--- src/rtl/free_list_mp.sv ---
// free_list_mp: multi-port physical register free list for rename.
// Optional double-free check: define FREE_LIST_DBLFREE_CHK_EN.
module free_list_mp #(
    parameter int PHYS_REGS = 64,
    parameter int ARCH_REGS = 32,
    parameter int ALLOC_W   = 2,
    parameter int FREE_W    = 2,
    localparam int PREG_W   = $clog2(PHYS_REGS)
) (
    input  logic                      clk,
    input  logic                      reset,
    input  logic [ALLOC_W-1:0]        alloc_req,
    output logic [ALLOC_W*PREG_W-1:0] alloc_phys,
    output logic                      alloc_ok,
    input  logic [FREE_W-1:0]         free_en,
    input  logic [FREE_W*PREG_W-1:0]  free_phys,
    output logic [PREG_W:0]           free_count,
    output logic                      almost_empty,
    output logic                      dbl_free_err
);

    localparam logic [PHYS_REGS-1:0] RST_MASK =
        {PHYS_REGS{1'b1}} << ARCH_REGS;
    localparam logic [PREG_W:0] RST_CNT = (PREG_W+1)'(PHYS_REGS - ARCH_REGS);
    localparam logic [PREG_W:0] AE_THR  = (PREG_W+1)'(2 * ALLOC_W);

    logic [PHYS_REGS-1:0]      r_mask;
    logic [PREG_W:0]           r_count;
    logic                      r_ae;

    logic [PHYS_REGS-1:0]      w_avail;
    logic [PHYS_REGS-1:0]      w_mask_alloc;
    logic [PHYS_REGS-1:0]      w_set;
    logic [PHYS_REGS-1:0]      w_new;
    logic [PHYS_REGS-1:0]      w_mask_next;
    logic [ALLOC_W*PREG_W-1:0] w_tags;
    logic [PREG_W:0]           w_req_cnt;
    logic [PREG_W:0]           w_granted;
    logic [PREG_W:0]           w_freed;
    logic [PREG_W:0]           w_count_next;
    logic [PREG_W-1:0]         w_ftag;
    logic                      w_found;
    logic                      w_ok;
    logic                      w_dbl;

    // Pick lowest free tags for requesting slots in ascending slot order.
    always_comb begin
        w_avail   = r_mask;
        w_tags    = '0;
        w_req_cnt = '0;
        w_found   = 1'b0;
        for (int i = 0; i < ALLOC_W; i++) begin
            if (alloc_req[i]) begin
                w_req_cnt = w_req_cnt + 1'b1;
                w_found   = 1'b0;
                for (int k = 0; k < PHYS_REGS; k++) begin
                    if (!w_found && w_avail[k]) begin
                        w_tags[i*PREG_W +: PREG_W] = PREG_W'(k);
                        w_avail[k] = 1'b0;
                        w_found    = 1'b1;
                    end
                end
            end
        end
        w_ok         = (w_req_cnt <= r_count);
        w_granted    = w_ok ? w_req_cnt : '0;
        w_mask_alloc = w_ok ? w_avail : r_mask;
    end

    // Gather released tags; duplicates collapse onto one mask bit.
    always_comb begin
        w_set  = '0;
        w_dbl  = 1'b0;
        w_ftag = '0;
        for (int j = 0; j < FREE_W; j++) begin
            if (free_en[j]) begin
                w_ftag = free_phys[j*PREG_W +: PREG_W];
`ifdef FREE_LIST_DBLFREE_CHK_EN
                if (r_mask[w_ftag]) begin
                    w_dbl = 1'b1;
                end else begin
                    w_set[w_ftag] = 1'b1;
                end
`else
                w_set[w_ftag] = 1'b1;
`endif
            end
        end
        w_new   = w_set & ~r_mask;
        w_freed = '0;
        for (int k = 0; k < PHYS_REGS; k++) begin
            w_freed = w_freed + {{PREG_W{1'b0}}, w_new[k]};
        end
        w_mask_next  = w_mask_alloc | w_set;
        w_count_next = r_count - w_granted + w_freed;
    end

    // Mask, count and low-water flag update.
    always_ff @(posedge clk) begin
        if (reset) begin
            r_mask  <= RST_MASK;
            r_count <= RST_CNT;
            r_ae    <= (RST_CNT < AE_THR);
        end else begin
            r_mask  <= w_mask_next;
            r_count <= w_count_next;
            r_ae    <= (w_count_next < AE_THR);
        end
    end

`ifdef FREE_LIST_DBLFREE_CHK_EN
    logic r_dbl_err;

    // Sticky double-free flag.
    always_ff @(posedge clk) begin
        if (reset) begin
            r_dbl_err <= 1'b0;
        end else if (w_dbl) begin
            r_dbl_err <= 1'b1;
        end
    end

    assign dbl_free_err = r_dbl_err;
`else
    assign dbl_free_err = 1'b0;
    logic w_unused;
    assign w_unused = w_dbl;
`endif

    assign alloc_phys   = w_tags;
    assign alloc_ok     = w_ok;
    assign free_count   = r_count;
    assign almost_empty = r_ae;

endmodule

--- config.mk ---
export PLATFORM = sky130hd
export DESIGN_NAME = free_list_mp
export DESIGN_NICKNAME = d
export VERILOG_FILES = /design/src/rtl/free_list_mp.sv
export SDC_FILE = /design/constraint.sdc
export NUM_CORES = 1
export LEC_CHECK = 0
export BUFFER_PORTS_ARGS = -buffer_cell sky130_fd_sc_hd__buf_2
export CORE_MARGIN = 1.5
export CORE_UTILIZATION = 60
export CTS_CLUSTER_DIAMETER = 80
export CTS_CLUSTER_SIZE = 28
export DETAILED_ROUTE_END_ITERATION = 10
export PLACE_DENSITY = 0.78
export SKIP_CTS_REPAIR_TIMING = 1
export SLEW_MARGIN = 20
export SYNTH_ARGS = -nofsm -noshare
export SYNTH_HDL_FRONTEND = slang
export SYNTH_SLANG_ARGS = --single-unit
--- constraint.sdc ---
create_clock -name clk -period 10.27 [get_ports clk]
set_input_delay 0.5135 -clock clk [delete_from_list [all_inputs] [get_ports clk]]
set_output_delay 0.5135 -clock clk [all_outputs]
set_load 0.01 [all_outputs]
# ---- Word level (Yosys, flattened, before mapping)
# Index checks and enable logic that the tools add are counted.
dict set report word_totals {
  register_bits 72
  in_bits 18
  output_inout_bits 22
  elab_cells 851
}
dict set report classes {
  addsub 66
  order_cmp 6
  n_mux 518
  bitwise_logic 4
  reduce_logical 254
}
# cell count
set ops {}
lappend ops {{2-to-1 mux 6 bit} 126}
lappend ops {{adder 7 x 1 -> 7 bit} 57}
lappend ops {{2-to-1 mux 1 bit} 383}
lappend ops {{2-to-1 mux 64 bit} 5}
lappend ops {{logical AND 1 bit} 128}
lappend ops {{OR 64 bit} 2}
lappend ops {{logical NOT 1 bit} 126}
lappend ops {{bitwise AND 64 bit} 1}
lappend ops {{inverter 64 bit} 1}
lappend ops {{< comparator 6 x 7 -> 1 bit, second input constant} 2}
lappend ops {{2-to-1 mux 7 bit} 2}
lappend ops {{demux 1 bit (select 6 bit)} 2}
lappend ops {{>= comparator 6 x 1 -> 1 bit, second input constant} 2}
lappend ops {{adder 6 x 1 -> 7 bit} 1}
lappend ops {{adder 7 x 1 -> 7 bit, second input constant} 1}
lappend ops {{adder 7 bit} 1}
lappend ops {{<= comparator 7 bit} 1}
lappend ops {{< comparator 7 x 3 -> 1 bit, second input constant} 1}
lappend ops {{subtractor 7 bit} 1}
lappend ops {{adder 5 x 1 -> 6 bit} 1}
lappend ops {{adder 4 x 1 -> 5 bit} 1}
lappend ops {{adder 3 x 1 -> 4 bit} 1}
lappend ops {{adder 2 x 1 -> 3 bit} 1}
lappend ops {{adder 1 x 1 -> 2 bit} 1}

# ---- Logic depth before layout (Yosys ltp)
# Gate-level depths: netlist of run 1.
dict set report depth {
  ltp_word 510
  ltp_mapped 29
  ltp_nobuf 27
}

# ---- Worst setup path after synthesis of run 1
# Ideal clock, no wire load.
dict set report synth_path {
  path_type {input to register}
  start {input port free_phys[7]}
  end {register r_ae, in the netlist almost_empty}
  setup_ns 0.064
  arrival_time_ns 7.471
  t_required_ns 10.206
  setup_slack_ns 2.734
  stages 26
  path_buffers 1
  cell_sequence {clkbuf_1 -> or3b_2 -> or2_2 -> o22ai_1 -> nand2b_1 -> fa_1 -> inv_1 -> fa_1 -> fa_1 -> inv_1 -> fa_1 -> fa_1 -> fa_1 -> fa_1 -> fa_1 -> inv_1 -> fa_1 -> fa_1 -> a21oi_1 -> nor2_1 -> nor2_1 -> o21bai_1 -> a21oi_1 -> xnor2_1 -> nand4_1 -> nor2_1}
}
dict set report synth_via {
  elab_chain_len 72
  word_cells_on_any_way 73
  cone_classes {add/sub: 64; order compare: 3; mux: 3; bitwise: 2; reduce/logical: 1}
}
# item line_no
set synth_lines {}
lappend synth_lines {{from (decl)} 16} ;# input logic [FREE_W*PREG_W-1:0] free_phys,
lappend synth_lines {{< comparator 6 x 7 -> 1 bit (implied by the code) or >= comparator 6 x 1 -> 1 bit (tied branches)} 85} ;# w_set[w_ftag] = 1'b1;
lappend synth_lines {{logical AND 1 bit (implied by the code)} 85}
lappend synth_lines {{2-to-1 mux 1 bit (implied by the code)} 85}
lappend synth_lines {{demux 1 bit (select 6 bit) *} 85}
lappend synth_lines {{OR 64 bit (no source line) *} --}
lappend synth_lines {{2-to-1 mux 64 bit *} 76} ;# if (free_en[j]) begin
lappend synth_lines {{bitwise AND 64 bit *} 89} ;# w_new = w_set & ~r_mask;
lappend synth_lines {{adder 1 x 1 -> 2 bit} 92} ;# w_freed = w_freed + {{PREG_W{1'b0}}, w_new[k]};
lappend synth_lines {{adder 2 x 1 -> 3 bit} 92}
lappend synth_lines {{adder 3 x 1 -> 4 bit} 92}
lappend synth_lines {{adder 4 x 1 -> 5 bit} 92}
lappend synth_lines {{adder 5 x 1 -> 6 bit} 92}
lappend synth_lines {{adder 6 x 1 -> 7 bit} 92}
lappend synth_lines {{adder 7 x 1 -> 7 bit (56 in a row)} 92}
lappend synth_lines {{adder 7 x 1 -> 7 bit *} 92}
lappend synth_lines {{adder 7 bit *} 95} ;# w_count_next = r_count - w_granted + w_freed;
lappend synth_lines {{< comparator 7 x 3 -> 1 bit *} 107} ;# r_ae <= (w_count_next < AE_THR);
lappend synth_lines {{to (signal assigned)} 103} ;# r_ae <= (RST_CNT < AE_THR);
lappend synth_lines {{to (signal assigned)} 107}
lappend synth_lines {{to (decl)} 29} ;# logic r_ae;
# Mark *: on every way between the ends. The rest lies on a longest branch, timed or not.
# A chain may end at the register's enable or synchronous reset.

# ---- Final worst setup path of run 1
dict set report layout_path {
  start {input port alloc_req[1]}
  end {register r_ae, in the netlist almost_empty}
}
dict set report layout_via {
  elab_chain_len 6
}
# item line_no
set layout_lines {}
lappend layout_lines {{from (decl)} 12} ;# input logic [ALLOC_W-1:0] alloc_req,
lappend layout_lines {{2-to-1 mux 7 bit *} 53} ;# if (alloc_req[i]) begin
lappend layout_lines {{<= comparator 7 bit} 65} ;# w_ok = (w_req_cnt <= r_count);
lappend layout_lines {{2-to-1 mux 7 bit *} 66} ;# w_granted = w_ok ? w_req_cnt : '0;
lappend layout_lines {{subtractor 7 bit *} 95}
lappend layout_lines {{adder 7 bit *} 95}
lappend layout_lines {{< comparator 7 x 3 -> 1 bit *} 107}
# Marked as above.

==> results of run 1 <==
kinds of logic after synthesis:
group / after synthesis / share of synthesized area
DFF: 72 / 0.140
and+or+nand+nor: 562 / 0.287
other: 1 / 0.000365
AOI/OAI and AO/OA: 455 / 0.301
muxes: 4 / 0.00402
adders and majority gates: 114 / 0.177
buffers and inverters: 198 / 0.0772
xor gates and xnor gates: 15 / 0.0128
state kept, by name (all words and copies together), names as in the netlist:
name          count
almost_empty      1
r_mask           64
free_count        7
cells in the mapped netlist (9+ instances only):
| cell type | instances |
|---|---|
| o22ai_1 | 60 |
| o21ai_0 | 76 |
| ha_1 | 41 |
| o22a_1 | 22 |
| nor3_1 | 44 |
| inv_1 | 84 |
| a211o_1 | 11 |
| nand2_1 | 108 |
| nand3_1 | 41 |
| buf_2 | 12 |
| xnor2_1 | 12 |
| nor2b_1 | 12 |
| o21a_1 | 10 |
| nand3b_1 | 10 |
| nand2b_1 | 39 |
| nand4_1 | 25 |
| a21oi_1 | 94 |
| a31oi_1 | 15 |
| or2_2 | 20 |
| nor2_1 | 146 |
| and2_1 | 9 |
| clkbuf_1 | 91 |
| o211ai_1 | 15 |
| or3_1 | 23 |
| a21o_1 | 11 |
| maj3_1 | 16 |
| nor4_1 | 31 |
| fa_1 | 57 |
| a211oi_1 | 26 |
| o31ai_1 | 17 |
| or4_1 | 11 |
| dfxtp_1 | 72 |
per-stage QoR:
| stage | setup slack (ns) | cells | util | total power [W] |
|---|---|---|---|---|
| 2_1_floorplan | 2.73 | 1421 | - | 0.000806 |
| 3_3_place_gp | 2.33 | 1575 | 0.621 | 0.000959 |
| 3_5_place_dp | 2.15 | 1575 | 0.621 | 0.000973 |
| 4_1_cts | 2.49 | 1591 | 0.638 | 0.00128 |
| 5_1_grt | 2.08 | 1591 | 0.638 | 0.00138 |
| 6_report | 2.42 | 1592 | 0.638 | 0.00129 |
worst max path at each step:
stage / to / slack (ns) / cells after the start
floorplan: almost_empty$_SDFF_PP0_ / 2.73 / 26
global placement: almost_empty$_SDFF_PP0_ / 2.33 / 28
detailed placement: almost_empty$_SDFF_PP0_ / 2.15 / 28
CTS: almost_empty$_SDFF_PP0_ / 2.49 / 28
global route: almost_empty$_SDFF_PP0_ / 2.08 / 28
finish: almost_empty$_SDFF_PP0_ / 2.42 / 28
power by group through the flow:
| stage | clock network [W] | logic, W | registers (W) |
|---|---|---|---|
| 2_1_floorplan | 0 | 0.000485 | 0.000321 |
| 3_3_place_gp | 0 | 0.000631 | 0.000328 |
| 3_5_place_dp | 0 | 0.000646 | 0.000328 |
| 4_1_cts | 0.000304 | 0.000651 | 0.000322 |
| 5_1_grt | 0.000318 | 0.000738 | 0.000326 |
| 6_report | 0.000309 | 0.000656 | 0.000323 |
per-layer routing:
metal | vias to the layer above | routed length (µm) | track usage
met5 | - | 13 | 0
met2 | 964 | 15500 | 0.595
met1 | 5421 | 16300 | 0.648
met4 | 2 | 1980 | 0.201
met3 | 164 | 5590 | 0.125
li1 | 5161 | - | -
cell type report:
| cell class | count | share of cell area |
|---|---|---|
| diodes | 1 | 0.000236 |
| clock buffers | 10 | 0.0225 |
| multi-input cells | 1151 | 0.757 |
| clock inverters | 6 | 0.00424 |
| inverters | 85 | 0.0300 |
| well taps | 220 | 0.0259 |
| repair buffers | 47 | 0.0243 |
| flip-flops and latches | 72 | 0.136 |
worst max-delay path: cells and delay by family:
family / cells / cell delay (ns)
AOI/OAI and AO/OA: 3 / 0.43
buffers and inverters: 4 / 1.08
adders and majority gates: 12 / 5.12
and+or+nand+nor: 8 / 0.82
xor gates and xnor gates: 1 / 0.16
==> reports/qor.yml, run 1 <==
most-common-layout-cells: "nor2_1, nand2_1, a21oi_1, inv_1, o21ai_0"
io_buffers: 38
fillers: 1532
hp-start: "r_mask[24]$_SDFF_PP0_"
grt_antenna_before_repair: 2
status: "completed"
dp_hpwl_um: 30600
drive_gt1_frac: 0.0868
drc: 0
cts_max_path_buffers: 2
drt_wl_total_um: 39300
initial_core_util: 0.617
synth_edf_count: 0
leakage_nw: 3.86
tightest_slew_ns: 0.976
tns_ns: 0
clockPowerShare: 0.240
critPathMaxStageDelay_ns: 0.53
pin_count: 40
netlist_top_cells_area: "dfxtp_1, fa_1, nor2_1"
pwr-share-seq: 0.251
timing.hold.ws_ns: 0.614
grt_overflow_total: 0
rrSetupSlack_ns: 2.95
synth_flop_cell: "dfxtp_1"
syn2layout_area_growth_pct: 3.50
peakVddDrop_uv: 243
period_share: 0.765
clock_sinks: 72
synth_top_area_cell: "dfxtp_1"
r2r_cells: 25
die_y_um: 134
die_w_um: 134
multiInputGateArea_um2: 8040
cp-end-kind: "register"
clkTransAtPathRegs_ns: 0.06
vias: 11700
fin_area_um2: 10600
drt_pass1_iterations: 7
routedWlPerCell_um: 24.7
rsz0062_at_grt: "no"
dpl-instance-area_um2: 10300
ys_seq_elements: 72
r2r_end: "almost_empty$_SDFF_PP0_"
hold_viol: 0
postRouteAntennaNets: 0
worstSetupPathType: "in2reg"
via_per_inst: 7.36
cts_made_buffers: 9
final_common_cell: "nor2_1"
cp_slowest_cell: "fa_1"
synth_cell_types: 89
ctsHtreeMaxLevel: 3
maxCapViolCount: 0
num_rows: 47
r2r_start: "free_count[1]$_SDFF_PP0_"
pwr_density_cell_nw_per_um2: 121
regArea_um2: 1440
crit_start: "alloc_req[1]"
fin_skew_ns: 0.0110
comb_power_share: 0.509
grt_max_degree: 67
drt_iter0_markers: 1826
start_kind: "primary input"
max_freq_mhz: 127
grt_first_pass_wirelength_um: 61100
arrival_ns: 8.14
core_um2: 16600
hold_path_end: "r_mask[24]$_SDFF_PP0_"
crit_top_cell: "fa_1"
period_minus_slack_ns: 7.85
syn_nets: 1537
maxSlewHeadroom: 0.332
slew_violations: 0
clk_latency_ns: 0.35
cts_tree: "yes"
setup_viol: 0
cp_max_fo: 48
gp_congestion: 1.03
track_usage: 0.442
synthCells: 1421
crit_required_ns: 10.56
async_flop_share: 0
synth_area_per_cell_um2: 7.22
die-area_um2: 17900
nNetsFinal: 1482
whs_path_depth: 2
switching_share: 0.428
synth_top_area_share: 0.140
clockRootBuffer: "clkbuf_16"
intPower_w: 0.000737
ys_warn_count: 0
syn_area_um2: 10300
hp-class: "reg2reg"
yosysSeqAreaShare: 0.140
grt_pass1_vias: 10300
switchingPower_w: 0.000551
(Power assumes the default switching activity.)
==> run 2: changes to the inputs <==
Settings changed: CORE_UTILIZATION 60 to 59, PLACE_DENSITY 0.78 to 0.8.
Clock period 10.27 ns to 7 ns, I/O delays scaled along.
==> reports/qor.yml, run 2 (synthesis gave the netlist of run 1 again) <==
io_buffers: 38  # unchanged
drc: 0  # unchanged
stdcell_count: 1737  # +9.1%
track_usage: 0.452  # +0.0102
switching_share: 0.413  # -0.0153
fillers: 1477  # -3.6%
hp-class: "reg2reg"
most-common-layout-cells: "buf_4, nor2_1, nand2_1, a21oi_1, inv_1"
cts_max_path_buffers: 2  # unchanged
grt_overflow_total: 0  # unchanged
postRouteAntennaNets: 0  # unchanged
final_common_cell: "buf_4"
fin_area_um2: 11900  # +12%
setup_viol: 0  # unchanged
clkTransAtPathRegs_ns: 0.06  # about the same
clock_sinks: 72  # unchanged
intPower_w: 0.00120  # +63%
cts_tree: "yes"
largest_reg_flops: 64  # unchanged
drt_pass1_iterations: 8  # +1
vias: 12300  # +5.1%
cts_made_buffers: 9  # unchanged
die-area_um2: 18200  # +1.7%
die_y_um: 135  # +0.83%
drt_iter0_markers: 1817  # -0.49%
die_w_um: 135  # +0.83%
slew_violations: 0  # unchanged
via_per_inst: 7.09  # -3.7%
peakVddDrop_uv: 398  # +64%
arrival_ns: 7.28  # -0.86 ns
status: "completed"
start_kind: "primary input"
grt_max_degree: 67  # unchanged
clockRootBuffer: "clkbuf_16"
dp_hpwl_um: 32000  # +4.5%
switchingPower_w: 0.000847  # +54%
syn2layout_area_growth_pct: 16.1
top_register: "r_mask"
comb_power_share: 0.521  # +0.012
pwr_density_cell_nw_per_um2: 172  # +42%
drt_wl_total_um: 41700  # +5.9%
fin_skew_ns: 0.0152  # +0.00424 ns
max_freq_mhz: 143
grt_first_pass_wirelength_um: 62900  # +3.0%
tightest_slew_ns: 1.00  # +0.0234 ns
nNetsFinal: 1622  # +9.4%
rsz0062_at_grt: "yes"
num_rows: 48  # +2.1%
hold_viol: 0  # unchanged
gp_congestion: 1.07  # +3.8%
initial_core_util: 0.598  # -0.0192
maxSlewHeadroom: 0.328  # -0.00445
crit_required_ns: 7.29  # -3.27 ns
grt_antenna_before_repair: 1  # -1
period_share: 0.999
grt_pass1_vias: 11000  # +6.3%
timing.hold.ws_ns: 0.586  # -0.0286 ns
dp.cells: 1712  # +8.7%
cp-end-kind: "register"
worstSetupPathType: "in2reg"
period_minus_slack_ns: 6.99
post-route-util: 0.694  # +0.0552
clockPowerShare: 0.250  # +0.010
pin_count: 40  # unchanged
drive_gt1_frac: 0.189  # +0.102
cp_max_fo: 5  # -90%
leakage_nw: 4.59  # +19%
clk_latency_ns: 0.35  # about the same
dpl-instance-area_um2: 11400  # +10%
routedWlPerCell_um: 24.0  # -2.9%
pwr-share-seq: 0.228  # -0.023
maxCapViolCount: 0  # unchanged
ctsHtreeMaxLevel: 3  # unchanged
core_um2: 17200  # +3.2%
==> run 2: layer usage <==
metal  track usage  share of wire  vias up
met5             0              0        -
met1         0.642           0.40     5707
met2         0.630           0.41     1007
li1              -              -     5434
met4         0.220          0.053        0
met3         0.122           0.14      161
==> run 2: cell type report <==
| class | count | area (µm²) | share of cell area |
|---|---|---|---|
| Multi-Input combinational cell | 1151 | 8220 | 0.690 |
| Sequential cell | 72 | 1440 | 0.121 |
| Timing Repair Buffer | 187 | 1330 | 0.112 |
| Inverter | 85 | 319 | 0.0268 |
| Tap cell | 225 | 282 | 0.0236 |
| Clock buffer | 13 | 250 | 0.0210 |
| Clock inverter | 3 | 65.1 | 0.00546 |
| Antenna cell | 1 | 2.50 | 0.000210 |
==> run 2: worst max-delay path, stage by stage <==
cell and delay (ns):
buf_2 0.13, buf_4 0.15, nand3b_1 0.26, buf_4 0.21, o22ai_2 0.15, nand2b_1 0.11
fa_1 0.52, inv_1 0.05, fa_1 0.48, fa_1 0.50, inv_1 0.05, fa_1 0.49
fa_1 0.52, fa_1 0.57, fa_1 0.44, fa_1 0.51, inv_1 0.05, fa_2 0.35
fa_2 0.36, a21oi_1 0.14, nor2_1 0.05, nor2_1 0.15, o21bai_1 0.12, a21oi_2 0.20
xnor2_2 0.15, nand4_1 0.11, nor2_1 0.10
==> run 2: power by group through the flow <==
stage / sequential, W / combinational (W) / clock [W]
2_1_floorplan: 0.000472 / 0.000717 / 0
3_3_place_gp: 0.000475 / 0.000986 / 0
3_5_place_dp: 0.000476 / 0.00101 / 0
4_1_cts: 0.000467 / 0.00103 / 0.000508
5_1_grt: 0.000471 / 0.00117 / 0.000525
6_report: 0.000469 / 0.00107 / 0.000513
==> run 2: path summary, 6_finish.rpt <==
| path | end | slack (ns) | cells after the start | start |
|---|---|---|---|---|
| setup / recovery | almost_empty$_SDFF_PP0_ | 0.009 | 27 | free_phys[9] |
| hold / removal | r_mask[63]$_SDFF_PP1_ | 0.59 | 2 | r_mask[63]$_SDFF_PP1_ |
| setup reg to reg | almost_empty$_SDFF_PP0_ | 0.21 | 24 | free_count[1]$_SDFF_PP0_ |
| hold reg to reg | r_mask[63]$_SDFF_PP1_ | 0.59 | 2 | r_mask[63]$_SDFF_PP1_ |
==> run 2: through the flow <==
| stage | total power (W) | TNS [ns] | setup WS (ns) |
|---|---|---|---|
| 2_1_floorplan | 0.00119 | 0 | 0.0198 |
| 3_3_place_gp | 0.00146 | -0.488 | -0.227 |
| 3_5_place_dp | 0.00149 | -0.708 | -0.292 |
| 4_1_cts | 0.00200 | 0 | 0.0460 |
| 5_1_grt | 0.00217 | -0.325 | -0.207 |
| 6_report | 0.00205 | 0 | 0.00870 |
==> run 3: changes to the inputs <==
Settings changed: SETUP_SLACK_MARGIN set to 0.5.
==> reports/qor.yml, run 3 (synthesis gave the netlist of run 1 again) <==
status: "completed"
die-area_um2: 18200  # unchanged
grt_max_degree: 67  # unchanged
grt_pass1_vias: 10700  # -2.1%
crit_family: "adder cells"
vias: 12200  # -1.3%
ctsHtreeMaxLevel: 3  # unchanged
dp_hpwl_um: 32500  # +1.5%
drt_pass1_iterations: 6  # -2
start_kind: "register"
worstPathCellList: "inv_1, ha_1, a21oi_1, nor4_4, nor2_1, ha_1, fa_1, fa_1, fa_1, fa_1, fa_1, fa_1, fa_1, inv_2, fa_2, fa_2, a21oi_2, nor2_1, nor2_1, o21bai_1, a21oi_2, xnor2_1, nand4_1, nor2_1"
timing.hold.ws_ns: 0.593  # +0.00718 ns
initial_core_util: 0.598  # unchanged
most-common-layout-cells: "nor2_1, buf_4, nand2_1, a21oi_1, inv_1"
slew_violations: 0  # unchanged
grt_overflow_total: 0  # unchanged
hp-class: "reg2reg"
pin_count: 40  # unchanged
cp-end-kind: "register"
core_um2: 17200  # unchanged
worstPathBufferInverterCount: 2  # -4
peakVddDrop_uv: 345  # -13%
clock_sinks: 72  # unchanged
drc: 0  # unchanged
total_power_w: 0.00206  # +0.60%
drive_gt1_frac: 0.180  # -0.00916
crit_required_ns: 7.28  # about the same
max_freq_mhz: 144  # +0.91%
tightest_slew_ns: 1.20  # +0.199 ns
postRouteAntennaNets: 0  # unchanged
io_buffers: 38  # unchanged
worstSetupPathType: "reg2reg"
critPathMaxStageDelay_ns: 0.57  # about the same
period_minus_slack_ns: 6.93  # -0.0629 ns
gp_congestion: 1.08  # +1.2%
cts_tree: "yes"
setup_viol: 0  # unchanged
fin_skew_ns: 0.0106  # -0.00465 ns
grt_first_pass_wirelength_um: 62900  # about the same
cts_max_path_buffers: 2  # unchanged
routedWlPerCell_um: 24.2  # +1.1%
antenna_cells: 0  # -1
syn2layout_area_growth_pct: 14.5
maxSlewHeadroom: 0.193  # -0.134
top_register: "r_mask"
largest_reg_flops: 64  # unchanged
nNetsFinal: 1610  # -0.74%
maxCapViolCount: 0  # unchanged
die_w_um: 135  # unchanged
cts_made_buffers: 9  # unchanged
pwr_density_cell_nw_per_um2: 176  # +2.0%
drt_wl_total_um: 41800  # +0.34%
via_per_inst: 7.05  # -0.51%
track_usage: 0.454  # +0.00185
clkTransAtPathRegs_ns: 0.06  # about the same
cp_slowest_cell: "fa_1"
leakage_nw: 4.49  # -2.1%
clk_latency_ns: 0.35  # about the same
num_rows: 48  # unchanged
clockRootBuffer: "clkbuf_16"
period_share: 0.990  # -0.00898
drt_iter0_markers: 2137  # +18%
rsz0062_at_grt: "yes"
hold_viol: 0  # unchanged
tns_ns: 0  # unchanged
grt_antenna_before_repair: 0  # -1
die_y_um: 135  # unchanged
final_common_cell: "nor2_1"
post-route-util: 0.684  # -0.00954
crit_top_cell: "fa_1"
arrival_ns: 7.21  # -0.07 ns
cp_max_fo: 3  # -2
## run 3: final cells by class
| class | count | area [µm²] |
|---|---|---|
| clock buffers | 13 | 250 |
| clock inverters | 3 | 17.5 |
| fillers | 1505 | 5430 |
| inverters | 85 | 319 |
| multi-input cells | 1151 | 8200 |
| flip-flops and latches | 72 | 1440 |
| well taps | 225 | 282 |
| repair buffers | 175 | 1240 |
## run 3: layer usage
metal	share of wire	wire length, µm	vias to the layer above	track usage
met2	0.42	17500	966	0.647
met3	0.14	5680	130	0.119
met1	0.40	16600	5647	0.649
met4	0.048	1990	0	0.188
met5	0	0	-	0
li1	-	-	5412	-
## run 3: metrics by stage
step                      cell area (µm²)  cells  setup slack (ns)
after global routing                11800   1724            -0.125
after floorplan                     10400   1421             0.150
after CTS                           11600   1721          -0.00460
after detailed placement            11300   1705            -0.279
after global placement              11300   1705            -0.113
final                               11800   1724            0.0716
## run 3: path summary, 6_finish.rpt
kind                                   to                     start  slack (ns)  cells past startpoint
setup / recovery  almost_empty$_SDFF_PP0_  free_count[1]$_SDFF_PP0_        0.07                     24
hold / removal      r_mask[47]$_SDFF_PP1_     r_mask[47]$_SDFF_PP1_        0.59                      2
hold reg to reg     r_mask[47]$_SDFF_PP1_     r_mask[47]$_SDFF_PP1_        0.59                      2
setup reg to reg  almost_empty$_SDFF_PP0_  free_count[1]$_SDFF_PP0_        0.07                     24
## run 3: worst reg2reg max path, delay by kind of cell (launching register included)
| family | cells | cell delay [ns] |
|---|---|---|
| adders and majority gates | 11 | 4.80 |
| buffers and inverters | 2 | 0.14 |
| xor gates and xnor gates | 1 | 0.16 |
| AOI/OAI and AO/OA | 4 | 0.49 |
| DFF | 1 | 0.39 |
| and+or+nand+nor | 6 | 0.88 |
## run 3: power by group
group / switching [W] / total (W) / internal (W)
combinational: 0.000666 / 0.00116 / 0.000489
clock: 0.000191 / 0.000441 / 0.000249
sequential: 0.0000299 / 0.000467 / 0.000437
